File: config.mk
export PLATFORM = sky130hd
export DESIGN_NAME = fp_minmax_reduce_seq
export DESIGN_NICKNAME = d
export VERILOG_FILES = /design/src/rtl/fp_minmax_reduce_seq.sv
export SDC_FILE = /design/constraint.sdc
export NUM_CORES = 1
export LEC_CHECK = 0
export CAP_MARGIN = 20
export CORE_MARGIN = 4
export CORE_UTILIZATION = 25
export DETAILED_ROUTE_END_ITERATION = 12
export SLEW_MARGIN = 20
export SYNTH_ARGS = -nofsm -noshare
export SYNTH_HDL_FRONTEND = slang
export SYNTH_SLANG_ARGS = --single-unit
File: constraint.sdc
create_clock -name clk -period 3.2 [get_ports clk]
set_input_delay 0.48 -clock clk [delete_from_list [all_inputs] [get_ports clk]]
set_output_delay 0.48 -clock clk [all_outputs]
set_load 0.01 [all_outputs]
File: src/rtl/fp_minmax_reduce_seq.sv
`default_nettype none
// +----------------------------------------------------------------------------+
// | Module   : fp_minmax_d / fp_minmax_reduce_seq                               |
// | Brief    : Streaming IEEE-754 double FMIN/FMAX reduction over valid/ready. |
// | Revision : 1.0                                                             |
// +----------------------------------------------------------------------------+

module fp_minmax_d (
    input  logic [63:0] a,
    input  logic [63:0] b,
    input  logic        minmax,
    output logic [63:0] y
);
    localparam logic [63:0] c_qnan = 64'h7FF8000000000000;

    logic w_a_nan;
    logic w_b_nan;
    logic w_a_lt_b;

    assign w_a_nan = (&a[62:52]) & (|a[51:0]);
    assign w_b_nan = (&b[62:52]) & (|b[51:0]);

    // Differing signs: the negative one is smaller, which orders -0 below +0.
    always_comb begin
        if (a[63] != b[63])
            w_a_lt_b = a[63];
        else if (a[63])
            w_a_lt_b = (a[62:0] > b[62:0]);
        else
            w_a_lt_b = (a[62:0] < b[62:0]);
    end

    always_comb begin
        if (w_a_nan && w_b_nan)
            y = c_qnan;
        else if (w_a_nan)
            y = b;
        else if (w_b_nan)
            y = a;
        else if (minmax)
            y = w_a_lt_b ? b : a;
        else
            y = w_a_lt_b ? a : b;
    end
endmodule

module fp_minmax_reduce_seq #(
    parameter int CNT_W = 8
) (
    input  logic             clk,
    input  logic             rst_n,
    input  logic             start,
    input  logic             op_max,
    input  logic [CNT_W-1:0] len,
    output logic             busy,
    input  logic             in_valid,
    input  logic [63:0]      in_data,
    output logic             in_ready,
    output logic             out_valid,
    output logic [63:0]      out_data,
    output logic             out_nv,
    input  logic             out_ready
);
    localparam logic [63:0] c_qnan  = 64'h7FF8000000000000;
    localparam logic [1:0]  S_IDLE  = 2'd0;
    localparam logic [1:0]  S_LOAD  = 2'd1;
    localparam logic [1:0]  S_ACCUM = 2'd2;
    localparam logic [1:0]  S_DONE  = 2'd3;

    logic [1:0]       r_state;
    logic [1:0]       w_next_state;
    logic [63:0]      r_acc;
    logic [CNT_W-1:0] r_remaining;
    logic             r_op;
    logic             r_nv;
    logic [63:0]      w_mm_y;
    logic             w_in_fire;
    logic             w_in_nan;
    logic             w_in_snan;
    logic             w_last;

    assign w_in_fire = in_valid & in_ready;
    assign w_in_nan  = (&in_data[62:52]) & (|in_data[51:0]);
    assign w_in_snan = w_in_nan & ~in_data[51];
    assign w_last    = (r_remaining == CNT_W'(1));

    fp_minmax_d u_minmax (
        .a      (r_acc),
        .b      (in_data),
        .minmax (r_op),
        .y      (w_mm_y)
    );

    always_ff @(posedge clk or negedge rst_n) begin
        if (!rst_n)
            r_state <= S_IDLE;
        else
            r_state <= w_next_state;
    end

    always_comb begin
        w_next_state = r_state;
        case (r_state)
            S_IDLE:  if (start) w_next_state = (len == '0) ? S_DONE : S_LOAD;
            S_LOAD:  if (w_in_fire) w_next_state = w_last ? S_DONE : S_ACCUM;
            S_ACCUM: if (w_in_fire && w_last) w_next_state = S_DONE;
            S_DONE:  if (out_ready) w_next_state = S_IDLE;
            default: w_next_state = S_IDLE;
        endcase
    end

    always_comb begin
        busy      = 1'b0;
        in_ready  = 1'b0;
        out_valid = 1'b0;
        out_data  = 64'd0;
        out_nv    = 1'b0;
        case (r_state)
            S_LOAD, S_ACCUM: begin
                busy     = 1'b1;
                in_ready = 1'b1;
            end
            S_DONE: begin
                busy      = 1'b1;
                out_valid = 1'b1;
                out_data  = r_acc;
                out_nv    = r_nv;
            end
            default: ;
        endcase
    end

    // The first element seeds the accumulator; NaNs are canonicalised on entry.
    always_ff @(posedge clk or negedge rst_n) begin
        if (!rst_n) begin
            r_acc       <= 64'd0;
            r_remaining <= '0;
            r_op        <= 1'b0;
            r_nv        <= 1'b0;
        end else begin
            case (r_state)
                S_IDLE: begin
                    if (start) begin
                        r_op <= op_max;
                        r_nv <= 1'b0;
                        if (len == '0)
                            r_acc <= c_qnan;
                        else
                            r_remaining <= len;
                    end
                end
                S_LOAD: begin
                    if (w_in_fire) begin
                        r_acc       <= w_in_nan ? c_qnan : in_data;
                        r_remaining <= r_remaining - CNT_W'(1);
                        r_nv        <= r_nv | w_in_snan;
                    end
                end
                S_ACCUM: begin
                    if (w_in_fire) begin
                        r_acc       <= w_mm_y;
                        r_remaining <= r_remaining - CNT_W'(1);
                        r_nv        <= r_nv | w_in_snan;
                    end
                end
                default: ;
            endcase
        end
    end
endmodule

`default_nettype wire

==> reports/metrics.cfg <==
[critical_path]
r2r_end = r_acc[51]
critPathKind = in -> reg
r2r-start = r_acc[40]
crit_fanout = 9
crit_arrival_ns = 3.40
end_kind = register
crit_path_max_incr_delay_ns = 0.43
path_cells = clkdlybuf4s50_1 > buf_4 > nor4_2 > buf_4 > nand4_1 > nor4_2 > buf_4 > or4_1 > and3_1 > nand4_1 > nand3_4 > buf_12 > clkbuf_16 > mux2i_1
crit_top_cell = buf_4
rrSetupSlack_ns = 0.23
crit_required_ns = 3.46
cp_slowest_cell = clkdlybuf4s50_1
cp-start-kind = input pin
cp-endpoint = r_acc[56]
startpoint = in_data[5]
r2r_cells = 11

[placed_design]
post-place-ws_ns = -0.5060
gp_congestion = 0.8622
port_buffers = 145
dpl.hpwl_mm = 15.75

[detailed_routing]
wl_mm = 20.85
viasPerCell = 4.550
num_vias = 5920
drtAntennaViolNets = 0
drt_iter0_markers = 288
dr.pass1.iters = 6
drc_errors = 0
avgRoutedWirePerCell_microns = 16.02

[yosys]
synth-simple-area-share_pct = 22.37
synth_top_family_by_area = simple AND/OR/NAND/NOR gates
synth_compound_area_share_pct = 9.719
synth_ff_type = dfrtp_1
syn_area_sq_um = 6012
syn_inst = 722
synth_top_area_cell = dfrtp_1
ys_top_cells_by_area = dfrtp_1 (32%), ha_1 (15%), mux2i_1 (11%)
synth_edf_count = 0
synth_adder_area_share_pct = 14.57
yosysWarnings = 0
synth.area.mux_share_pct = 11.03
synth_nets = 870
async_reset_ff_share_pct = 100.0
synth.distinct_cells = 44
syn_area_per_cell_sq_um = 8.327
synth-xor-area-share_pct = 0
yosysTopAreaCellShare_pct = 31.63
ys_ff_latch = 76
seq_area_frac_synth_pct = 31.63

[layout]
final_nets = 1124
area_growth_syn_to_layout_pct = 57.13
fin_util_pct = 40.13
drive_above_1_share_pct = 18.76
final_common_cell = inv_1
num-fill-cells = 2377
final_cell_mix = inv_1 (125), clkdlybuf4s50_1 (117), buf_4 (111), nand2_1 (82), dfrtp_1 (76)

[clock_tree]
cts_tree = built
clockBufferDepth = 2
hold_buffers = 0
clk_pin_slew_ns = 0.06
root_buffer = clkbuf_16
worst_skew_pair.late_latency_ns = 0.34
htree_levels = 3
cts.sinks = 76
numCtsBuffers = 9

[pwr]
power_mw = 8.011
leakagePower_nw = 4.624
power.density_nw_per_um2 = 848.0
ir_worst_vdd_mv = 0.4802

[sta]
setup_viol = 0
fmax_mhz = 318.8
worstMarginPinSlew_ns = 0.8720
hold_slack_ns = 0.2555
worst_slack_ns = 0.06352
maxSlewHeadroom_pct = 41.87
finClkSkew_ns = 0.01010
hold_viol = 0
period_needed_ns = 3.136
min_period_over_period_pct = 98.02
fin_setup_tns_ns = 0
final_max_slew_viol_count = 0

[global_route]
grt_max_degree = 61
antenna_found_initial = 2
grt_use_met1_pct = 20.10
grtUsageMet3_pct = 3.003
grtUsageMet2_pct = 24.74
track_usage_pct = 14.92
overflow = 0
grt_pass1_vias = 5919
gr-max-usage-layer = met2
grt_pass1_wl_mm = 31.44

[hold_path]
hold_path_class = in -> async

[floorplanning]
die_w_microns = 163.1
ios = 146
coreArea_sq_um = 23540
die_h_microns = 163.1
dieArea_sq_um = 26590
initial_core_util_pct = 25.54
rows = 56

[run]
drv_cap = 0

[status]
status = complete, no violations

kinds of logic after synthesis:
family	count (synthesis)
AND/OR/NAND/NOR	256
buffers and inverters	157
AO/OA/AOI/OAI	97
flip-flops	76
adder cells (fa/ha/maj)	70
multiplexers	66
critical path, delay by kind of cell:
kind                   cells  cell delay [ns]
AND/OR/NAND/NOR            7             1.47
buffers and inverters      6             1.24
multiplexers               1             0.20
Yosys cell counts (2+ instances only):
library cell	instances
o21ai_0	22
inv_1	132
ha_1	70
a21oi_1	48
nand3_1	17
clkbuf_1	16
nand3b_1	2
buf_6	7
and2_1	65
a31oi_1	2
nor4_1	33
mux2i_1	64
nor3_1	6
a211oi_1	3
nand4_1	26
nor2_1	15
inv_2	2
nand2_1	82
o22ai_1	6
dfrtp_1	76
a221oi_1	3
nor3b_1	2
nand2b_1	2
report_power, final:
part	leakage (nW)	switching [mW]	internal [mW]	total, mW
logic	3.49	2.53	2.61	5.14
registers	0.972	0.394	1.32	1.72
clock network	0.163	0.439	0.712	1.15
total	4.62	3.36	4.65	8.01
worst min path at each step:
stage          start        end  slack [ns]  depth (start not counted)
6_report       rst_n   r_acc[2]        0.26                          1
2_1_floorplan  rst_n   r_acc[0]        0.18                          0
3_3_place_gp    r_nv       r_nv        0.49                          1
3_5_place_dp    r_nv       r_nv        0.49                          1
5_1_grt        rst_n  r_acc[57]        0.32                          1
4_1_cts        rst_n   r_acc[2]        0.29                          1
metal layers:
metal | wire [microns] | share of wire (%)
met1 | 9605 | 46
met2 | 9759 | 47
met3 | 1095 | 5.3
met4 | 374 | 1.8
met5 | 12 | 0.058
flip-flops by register name, summed over array words and instances, names as in the netlist:
| register | cells |
|---|---|
| r_remaining | 8 |
| r_nv | 1 |
| r_acc | 64 |
| r_op | 1 |
| r_state | 2 |
per-stage QoR:
step                instance area (sq um)  cells
floorplan                            6012    722
global placement                     8616   1272
detailed placement                   8616   1272
CTS                                  8974   1288
global route                         9447   1301
finish                               9447   1301
layout make-up:
cell class	instances	area [sq um]	share of cell area (%)
Timing Repair Buffer	266	2579	27.30
Clock inverter	6	95.09	1.007
Inverter	134	503.0	5.324
Antenna cell	1	2.502	0.02649
Sequential cell	76	1902	20.13
Clock buffer	10	239.0	2.530
Multi-Input combinational cell	489	3727	39.46
Tap cell	319	399.1	4.225
what timing repair did:
| item | 4_1_cts | 5_1_grt |
|---|---|---|
| gates resized for setup | 3 | 67 |
| setup endpoints to repair | 64 | 79 |
| pin swaps | 2 | 26 |
| setup buffers | 0 | 7 |
| cloned | 0 | 5 |
Power figures use the tool's default switching activity.
